<file path="src/rtl/seq_aru_pkg.sv">
// Shared definitions for the sequential arithmetic unit: op codes, FSM states
// and the default datapath width.
package seq_aru_pkg;

    localparam int SEQ_ARU_W = 16;

    typedef enum logic [1:0] {
        OP_ADD = 2'b00,
        OP_SUB = 2'b01,
        OP_MUL = 2'b10,
        OP_DIV = 2'b11
    } aru_op_t;

    typedef enum logic [1:0] {
        IDLE    = 2'b00,
        MUL_RUN = 2'b01,
        DIV_RUN = 2'b10
    } aru_state_t;

endpackage

</file>
<file path="src/rtl/seq_aru_if.sv">
// Controller-to-ARU bus: request signals, status handshake and registered results.
interface seq_aru_if #(parameter int W = seq_aru_pkg::SEQ_ARU_W);

    // start is sampled on a rising edge only while busy=0; an accepted start
    // produces exactly one done pulse, and out/rem/flags are valid from that cycle.
    logic         start;
    logic [1:0]   op;
    logic [W-1:0] in0;
    logic [W-1:0] in1;
    logic         busy;
    logic         done;
    logic [W-1:0] out;
    logic [W-1:0] rem;
    logic         Z;
    logic         N;
    logic         C;
    logic         V;
    logic         DZ;

    modport master (
        output start, op, in0, in1,
        input  busy, done, out, rem, Z, N, C, V, DZ
    );

    modport slave (
        input  start, op, in0, in1,
        output busy, done, out, rem, Z, N, C, V, DZ
    );

endinterface

</file>
<file path="src/rtl/iter_divider.sv">
// W-step unsigned restoring divider. o_last marks the final step; o_quot/o_rem
// then carry the finished quotient and remainder for the caller to register.
module iter_divider #(
    parameter int W = 16
) (
    input  logic         clk,
    input  logic         rst,
    input  logic         i_load,
    input  logic [W-1:0] i_dividend,
    input  logic [W-1:0] i_divisor,
    output logic         o_last,
    output logic [W-1:0] o_quot,
    output logic [W-1:0] o_rem
);

    localparam int CW = $clog2(W) + 1;

    logic          r_run;
    logic [CW-1:0] r_cnt;
    logic [W-1:0]  r_rem;
    logic [W-1:0]  r_quot;
    logic [W-1:0]  r_div;

    logic [W:0]    w_shift;
    logic [W:0]    w_diff;
    logic          w_ge;

    // Partial remainder needs one extra bit before the trial subtract; the
    // borrow bit of the difference says whether the divisor fits.
    always_comb begin
        w_shift = {r_rem, r_quot[W-1]};
        w_diff  = w_shift - {1'b0, r_div};
        w_ge    = ~w_diff[W];
        o_rem   = w_ge ? w_diff[W-1:0] : w_shift[W-1:0];
        o_quot  = {r_quot[W-2:0], w_ge};
        o_last  = r_run && (r_cnt == CW'(W - 1));
    end

    always_ff @(posedge clk or negedge rst) begin
        if (!rst) begin
            r_run  <= 1'b0;
            r_cnt  <= '0;
            r_rem  <= '0;
            r_quot <= '0;
            r_div  <= '0;
        end else if (i_load) begin
            r_run  <= 1'b1;
            r_cnt  <= '0;
            r_rem  <= '0;
            r_quot <= i_dividend;
            r_div  <= i_divisor;
        end else if (r_run) begin
            r_rem  <= o_rem;
            r_quot <= o_quot;
            r_cnt  <= r_cnt + CW'(1);
            if (o_last) begin
                r_run <= 1'b0;
            end
        end
    end

endmodule

</file>
<file path="src/rtl/seq_aru.sv">
// Multi-cycle ARU: single-cycle ADD/SUB, shift-add signed MUL of the low
// halves, and restoring unsigned DIV, with registered results and flags.
module seq_aru
    import seq_aru_pkg::*;
#(
    parameter int W = SEQ_ARU_W
) (
    input  logic       clk,
    input  logic       rst,
    seq_aru_if.slave   io_bus,
    output aru_state_t o_state
);

    localparam int H  = W / 2;
    localparam int CW = $clog2(W) + 1;

    aru_state_t    r_state;
    aru_state_t    w_state_nxt;

    logic [W-1:0]  r_mcand;
    logic [H-1:0]  r_mplier;
    logic [W-1:0]  r_prod;
    logic          r_neg;
    logic [CW-1:0] r_cnt;

    logic [W-1:0]  r_out;
    logic [W-1:0]  r_rem;
    logic          r_z, r_n, r_c, r_v, r_dz, r_done;

    logic          w_start_ok;
    logic [W:0]    w_sum;
    logic [W:0]    w_dif;
    logic [H-1:0]  w_a, w_b, w_mag_a, w_mag_b;
    logic [W-1:0]  w_prod_add, w_prod_fix;
    logic          w_mul_load, w_mul_last;
    logic          w_div_load, w_div_last;
    logic [W-1:0]  w_div_quot, w_div_rem;

    logic          w_ld_res;
    logic [W-1:0]  w_res_out, w_res_rem;
    logic          w_res_c, w_res_v, w_res_dz;

    always_comb begin
        w_start_ok = io_bus.start && (r_state == IDLE);
        w_sum      = {1'b0, io_bus.in0} + {1'b0, io_bus.in1};
        w_dif      = {1'b0, io_bus.in0} - {1'b0, io_bus.in1};
        w_a        = io_bus.in0[H-1:0];
        w_b        = io_bus.in1[H-1:0];
        // Unsigned H-bit magnitude covers -2^(H-1) as well.
        w_mag_a    = w_a[H-1] ? (H'(0) - w_a) : w_a;
        w_mag_b    = w_b[H-1] ? (H'(0) - w_b) : w_b;
        w_prod_add = r_prod + (r_mplier[0] ? r_mcand : '0);
        w_prod_fix = r_neg ? (W'(0) - w_prod_add) : w_prod_add;
        w_mul_load = w_start_ok && (aru_op_t'(io_bus.op) == OP_MUL);
        w_mul_last = (r_state == MUL_RUN) && (r_cnt == CW'(H - 1));
        w_div_load = w_start_ok && (aru_op_t'(io_bus.op) == OP_DIV) && (io_bus.in1 != '0);
    end

    iter_divider #(.W(W)) u_div (
        .clk        (clk),
        .rst        (rst),
        .i_load     (w_div_load),
        .i_dividend (io_bus.in0),
        .i_divisor  (io_bus.in1),
        .o_last     (w_div_last),
        .o_quot     (w_div_quot),
        .o_rem      (w_div_rem)
    );

    always_comb begin
        w_state_nxt = r_state;
        w_ld_res    = 1'b0;
        w_res_out   = '0;
        w_res_rem   = '0;
        w_res_c     = 1'b0;
        w_res_v     = 1'b0;
        w_res_dz    = 1'b0;
        case (r_state)
            IDLE: begin
                if (io_bus.start) begin
                    case (aru_op_t'(io_bus.op))
                        OP_ADD: begin
                            w_ld_res  = 1'b1;
                            w_res_out = w_sum[W-1:0];
                            w_res_c   = w_sum[W];
                            w_res_v   = (io_bus.in0[W-1] == io_bus.in1[W-1]) &&
                                        (w_sum[W-1] != io_bus.in0[W-1]);
                        end
                        OP_SUB: begin
                            w_ld_res  = 1'b1;
                            w_res_out = w_dif[W-1:0];
                            w_res_c   = w_dif[W];
                            w_res_v   = (io_bus.in0[W-1] != io_bus.in1[W-1]) &&
                                        (w_dif[W-1] != io_bus.in0[W-1]);
                        end
                        OP_MUL: w_state_nxt = MUL_RUN;
                        OP_DIV: begin
                            if (io_bus.in1 == '0) begin
                                w_ld_res  = 1'b1;
                                w_res_out = '1;
                                w_res_rem = io_bus.in0;
                                w_res_dz  = 1'b1;
                            end else begin
                                w_state_nxt = DIV_RUN;
                            end
                        end
                    endcase
                end
            end
            MUL_RUN: begin
                if (w_mul_last) begin
                    w_ld_res    = 1'b1;
                    w_res_out   = w_prod_fix;
                    w_state_nxt = IDLE;
                end
            end
            DIV_RUN: begin
                if (w_div_last) begin
                    w_ld_res    = 1'b1;
                    w_res_out   = w_div_quot;
                    w_res_rem   = w_div_rem;
                    w_state_nxt = IDLE;
                end
            end
            default: w_state_nxt = IDLE;
        endcase
    end

    always_ff @(posedge clk or negedge rst) begin
        if (!rst) begin
            r_state <= IDLE;
        end else begin
            r_state <= w_state_nxt;
        end
    end

    always_ff @(posedge clk or negedge rst) begin
        if (!rst) begin
            r_mcand  <= '0;
            r_mplier <= '0;
            r_prod   <= '0;
            r_neg    <= 1'b0;
            r_cnt    <= '0;
        end else if (w_mul_load) begin
            r_mcand  <= {{(W-H){1'b0}}, w_mag_a};
            r_mplier <= w_mag_b;
            r_prod   <= '0;
            r_neg    <= w_a[H-1] ^ w_b[H-1];
            r_cnt    <= '0;
        end else if (r_state == MUL_RUN) begin
            r_prod   <= w_prod_add;
            r_mcand  <= r_mcand << 1;
            r_mplier <= r_mplier >> 1;
            r_cnt    <= r_cnt + CW'(1);
        end
    end

    always_ff @(posedge clk or negedge rst) begin
        if (!rst) begin
            r_done <= 1'b0;
            r_out  <= '0;
            r_rem  <= '0;
            r_z    <= 1'b0;
            r_n    <= 1'b0;
            r_c    <= 1'b0;
            r_v    <= 1'b0;
            r_dz   <= 1'b0;
        end else begin
            r_done <= w_ld_res;
            if (w_ld_res) begin
                r_out <= w_res_out;
                r_rem <= w_res_rem;
                r_z   <= (w_res_out == '0);
                r_n   <= w_res_out[W-1];
                r_c   <= w_res_c;
                r_v   <= w_res_v;
                r_dz  <= w_res_dz;
            end
        end
    end

    assign io_bus.busy = (r_state != IDLE);
    assign io_bus.done = r_done;
    assign io_bus.out  = r_out;
    assign io_bus.rem  = r_rem;
    assign io_bus.Z    = r_z;
    assign io_bus.N    = r_n;
    assign io_bus.C    = r_c;
    assign io_bus.V    = r_v;
    assign io_bus.DZ   = r_dz;
    assign o_state     = r_state;

endmodule

</file>
<file path="src/flat_wrapper.sv">
// flat-port wrapper written by rule: the top's interface ports become plain ports
module seq_aru_flat import seq_aru_pkg::*;
#(
    parameter int W = SEQ_ARU_W
)
  (clk, rst, o_state, io_bus_start, io_bus_op, io_bus_in0, io_bus_in1, io_bus_busy, io_bus_done, io_bus_out, io_bus_rem, io_bus_Z, io_bus_N, io_bus_C, io_bus_V, io_bus_DZ);
  seq_aru_if #(.W(W)) io_bus_i ();
  input  logic clk;
  input  logic rst;
  output aru_state_t o_state;
  input wire logic [$bits(io_bus_i.start)-1:0] io_bus_start;
  input wire logic [$bits(io_bus_i.op)-1:0] io_bus_op;
  input wire logic [$bits(io_bus_i.in0)-1:0] io_bus_in0;
  input wire logic [$bits(io_bus_i.in1)-1:0] io_bus_in1;
  output wire logic [$bits(io_bus_i.busy)-1:0] io_bus_busy;
  output wire logic [$bits(io_bus_i.done)-1:0] io_bus_done;
  output wire logic [$bits(io_bus_i.out)-1:0] io_bus_out;
  output wire logic [$bits(io_bus_i.rem)-1:0] io_bus_rem;
  output wire logic [$bits(io_bus_i.Z)-1:0] io_bus_Z;
  output wire logic [$bits(io_bus_i.N)-1:0] io_bus_N;
  output wire logic [$bits(io_bus_i.C)-1:0] io_bus_C;
  output wire logic [$bits(io_bus_i.V)-1:0] io_bus_V;
  output wire logic [$bits(io_bus_i.DZ)-1:0] io_bus_DZ;
  assign io_bus_i.start = io_bus_start;
  assign io_bus_i.op = io_bus_op;
  assign io_bus_i.in0 = io_bus_in0;
  assign io_bus_i.in1 = io_bus_in1;
  assign io_bus_busy = io_bus_i.busy;
  assign io_bus_done = io_bus_i.done;
  assign io_bus_out = io_bus_i.out;
  assign io_bus_rem = io_bus_i.rem;
  assign io_bus_Z = io_bus_i.Z;
  assign io_bus_N = io_bus_i.N;
  assign io_bus_C = io_bus_i.C;
  assign io_bus_V = io_bus_i.V;
  assign io_bus_DZ = io_bus_i.DZ;
  seq_aru #(.W(W)) u_core (.clk(clk), .rst(rst), .io_bus(io_bus_i), .o_state(o_state));
endmodule
</file>
<file path="config.mk">
export PLATFORM = sky130hd
export DESIGN_NAME = seq_aru_flat
export DESIGN_NICKNAME = d
export VERILOG_FILES = /design/src/rtl/seq_aru_pkg.sv /design/src/rtl/seq_aru_if.sv /design/src/rtl/iter_divider.sv /design/src/rtl/seq_aru.sv /design/src/flat_wrapper.sv
export SDC_FILE = /design/constraint.sdc
export NUM_CORES = 1
export LEC_CHECK = 0
export CORE_MARGIN = 5
export CORE_UTILIZATION = 45
export CTS_CLUSTER_SIZE = 30
export DETAILED_ROUTE_END_ITERATION = 12
export GPL_TIMING_DRIVEN = 1
export PLACE_DENSITY = 0.67
export SLEW_MARGIN = 40
export SYNTH_ARGS = -nofsm -noshare
export SYNTH_HDL_FRONTEND = slang
export SYNTH_SLANG_ARGS = --single-unit
</file>
<file path="constraint.sdc">
create_clock -name clk -period 4.3 [get_ports clk]
set_input_delay 1.075 -clock clk [delete_from_list [all_inputs] [get_ports clk]]
set_output_delay 1.075 -clock clk [all_outputs]
set_load 0.02 [all_outputs]
</file>
==> qor.txt <==
sw frac: 43.8%
RePlAce Congestion: 0.948
Worst Tran Pin Value: 839 ps
Routed wire per std cell: 18.5 um
Worst setup EP type: flip-flop
total grt overflow: 0
Area Growth Syn to Fin: 29.0%
Final Hold Fails: 0
placed inst area: 12,000 um2
Mapped Area: 9940 um2
combinational fraction of design power: 57.9%
Cells after Synth: 1,157
Tot GR Track Use: 24.5%
status: finished clean
synth top area cells: dfrtp_1, ha_1, o21ai_0
Internal Power: 4900 uW
final WL: 30,300 um
YS warnings: 0
Setup WS post-layout: 179 ps
worst hold slack: 471 ps
P per Cell Area: 679 nW/um2
area leader, netlist: dfrtp_1
startpoint types: input pin
Core Footprint: 21,800 um2
multi-input logic area: 6290 um2
Clk Latency, worst-skew pair: 440 ps
Seq cells post-synth: 139
worst-path maximum fanout: 5
Final Max Slew Viols: 0
largest net degree at the start of global routing: 55
Top-Level Pins: 78
Synth top area share: 35.0%
Fill cells: 1,993
crit path DAT: 4490 ps
Leak: 0.00593 uW
Die X: 159 um
WP data required: 4660 ps
critical path type: in2reg
Port Buf Inserts: 77
Reg power frac: 26.6%
Distinct cells, synth: 76
post-route clock period utilization: 95.8%
Max Cap Violations: 0
# setup viols final: 0
asr flop ratio synth: 100%
antenna violations before repair: 0
CTS Sinks: 139
Ant. Diodes: 0
FF+latch area: 3480 um2
Bufs on Longest Clock Path: 2
final std cells w/o fill: 1,638
Synth Flop Type: dfrtp_1
first-pass GRT wire length: 48,700 um
# nets final: 1,455
syn_nets: 1,267
Residual DRC: 0
RSZ-0062 raised after global routing: no
CTS tree: done
fmax: 0.243 GHz
DIE HEIGHT: 159 um
Post-Place Cells: 1,602
htree depth: 4
number of core rows: 54
proportion of layout cells with a drive suffix above 1: 18.9%
Hold Path Class: reg2reg
Power Total: 8710 uW
clock-pin slew on the worst setup and hold paths: 60 ps
1st-pass router iterations: 5
DRT iter0 DRCs: 701
fin area: 12,800 um2
cts bufs inserted: 17
Post-synth EDFFs: 0
Peak VDD IR: 0.398 mV
switching power: 3820 uW
Antenna Nets Post-Route: 0
Worst slew margin: 44.0%
number of global-route vias before repair: 9,110
worst clock skew: 9.65 ps
CTS root buffer: clkbuf_16
clock power share: 15.5%
DIE AREA: 25,200 um2
CTS Hold Bufs: 0
Starting Density: 45.7%
vias post-DR: 9,312
Detail Placement HPWL: 23,000 um
Tmin final: 4120 ps
syn_area_per_cell: 8.59 um2
Setup Slack @ Placement: -617 ps
vias per cell: 5.68
sequential-to-total area share from yosys stat: 35.0%
==> registers in the layout (all words and copies together), names as in the netlist <==
name and count:
u_core.io_bus.done 1, u_core.io_bus.N 1, u_core.r_cnt 5, u_core.io_bus.out 15, u_core.u_div.r_quot 16, u_core.io_bus.DZ 1
u_core.u_div.r_rem 16, u_core.io_bus.Z 1, u_core.u_div.r_run 1, u_core.r_mplier 8, u_core.u_div.r_cnt 5, u_core.r_mcand 16
u_core.io_bus.V 1, u_core.r_prod 16, u_core.io_bus.rem 16, u_core.u_div.r_div 16, u_core.o_state 2, u_core.io_bus.C 1
u_core.r_neg 1
==> through the flow <==
| step | utilization [%] | setup TNS (ps) |
|---|---|---|
| 3_3_place_gp | 54.9 | -1050 |
| 2_1_floorplan | - | 0 |
| 4_1_cts | 57.7 | 0 |
| 3_5_place_dp | 55.1 | -1120 |
| 6_report | 58.9 | 0 |
| 5_1_grt | 58.9 | 0 |
==> path summary, 6_finish.rpt <==
check                                                     end                        startpoint  cells past startpoint  slack, ps
max in group asynchronous  u_core.u_div.r_div[10]$_DFFE_PN0P_                               rst                      2       3020
min in group asynchronous         u_core.r_cnt[0]$_DFFE_PN0P_                               rst                      1        590
max                               u_core.io_bus.Z$_DFFE_PN0P_                     io_bus_in1[0]                     16        180
max reg2reg                       u_core.io_bus.Z$_DFFE_PN0P_    u_core.r_mplier[0]$_DFFE_PN0P_                     14        220
min reg2reg                  u_core.io_bus.out[4]$_DFFE_PN0P_  u_core.io_bus.out[4]$_DFFE_PN0P_                      2        470
min                          u_core.io_bus.out[4]$_DFFE_PN0P_  u_core.io_bus.out[4]$_DFFE_PN0P_                      2        470
==> area by class of cell <==
cell class                      instances  area share, %
Multi-Input combinational cell        895           49.0
Sequential cell                       139           27.1
Clock buffer                           19           3.38
Inverter                               68           1.99
Clock inverter                         13          0.751
Tap cell                              280           2.73
Timing Repair Buffer                  224           15.0
==> cells in the final DEF, fill, tap and decap left out, types with 11 or more instances in the layout <==
cell               n
xnor2_1           35
a21o_1            19
clkbuf_16         17
ha_1              65
a22oi_1           25
o21ai_0          104
xor2_1            25
mux2i_1           38
a211oi_1          17
clkdlybuf4s50_1   76
buf_4            143
nand3_1           39
nor2_1            80
inv_1             66
dfrtp_1          138
a21oi_1           38
nand2_1          138
a31oi_1           11
nor3_1            19
and2_1            20
==> logic make-up (layout without fill, tap and decap cells) <==
family          Yosys count  after routing  share of synthesized area (%)
mux                      41             41                           4.17
compound gates          334            334                           22.4
buf+inv                 123            324                           4.95
xor+xnor                 64             64                           5.79
flops                   139            139                           35.0
fa+ha+maj                73             73                           9.49
simple gates            383            383                           18.2
==> per-layer routing <==
metal  global-route usage [%]  vias to the layer above  share of wire, %
met1                     33.7                     4494                45
met5                        0                        -                 0
met4                     6.50                        0               1.8
li1                         -                     4538                 -
met3                     3.29                       42               4.2
met2                     40.8                      238                49
==> power groups by stage <==
stage	combinational, uW	clock, uW	sequential [uW]
after floorplan	3360	0	2340
final	5040	1350	2320
after detailed placement	4860	0	2320
after CTS	4910	1380	2300
after global routing	5570	1430	2380
after global placement	4780	0	2300
==> cells in the mapped netlist (all sizes together) (9+ instances only) <==
master and number:
a21oi 43, a22oi 25, o31ai 12, nor2b 12
a31oi 12, buf 9, a21o 19, ha 69
nand3 39, xor2 25, nor4 9, o21ai 116
or2 11, o211ai 9, dfrtp 139, nor2 81
nor3 21, inv 68, or3 10, clkbuf 46
and2 21, a211oi 23, mux2i 38, xnor2 39
nand2 140
==> critical path, stage by stage <==
cell,delay (ps)
clkdlybuf4s50_1,420
buf_4,170
ha_1,220
fa_2,370
nand2b_1,110
a221oi_1,90
buf_4,160
o211ai_1,280
a21oi_2,120
a221oi_2,320
xnor2_1,180
nor2_1,90
a211oi_2,220
nand2_1,70
or4_1,460
o21ai_1,120
==> repair_timing <==
| item | in CTS | in global routing |
|---|---|---|
| pin swaps | 2 | 29 |
| buffers inserted | 1 | 3 |
| setup endpoints to repair | 1 | 2 |
| resized for setup | 6 | 53 |
(Power assumes the default switching activity.)
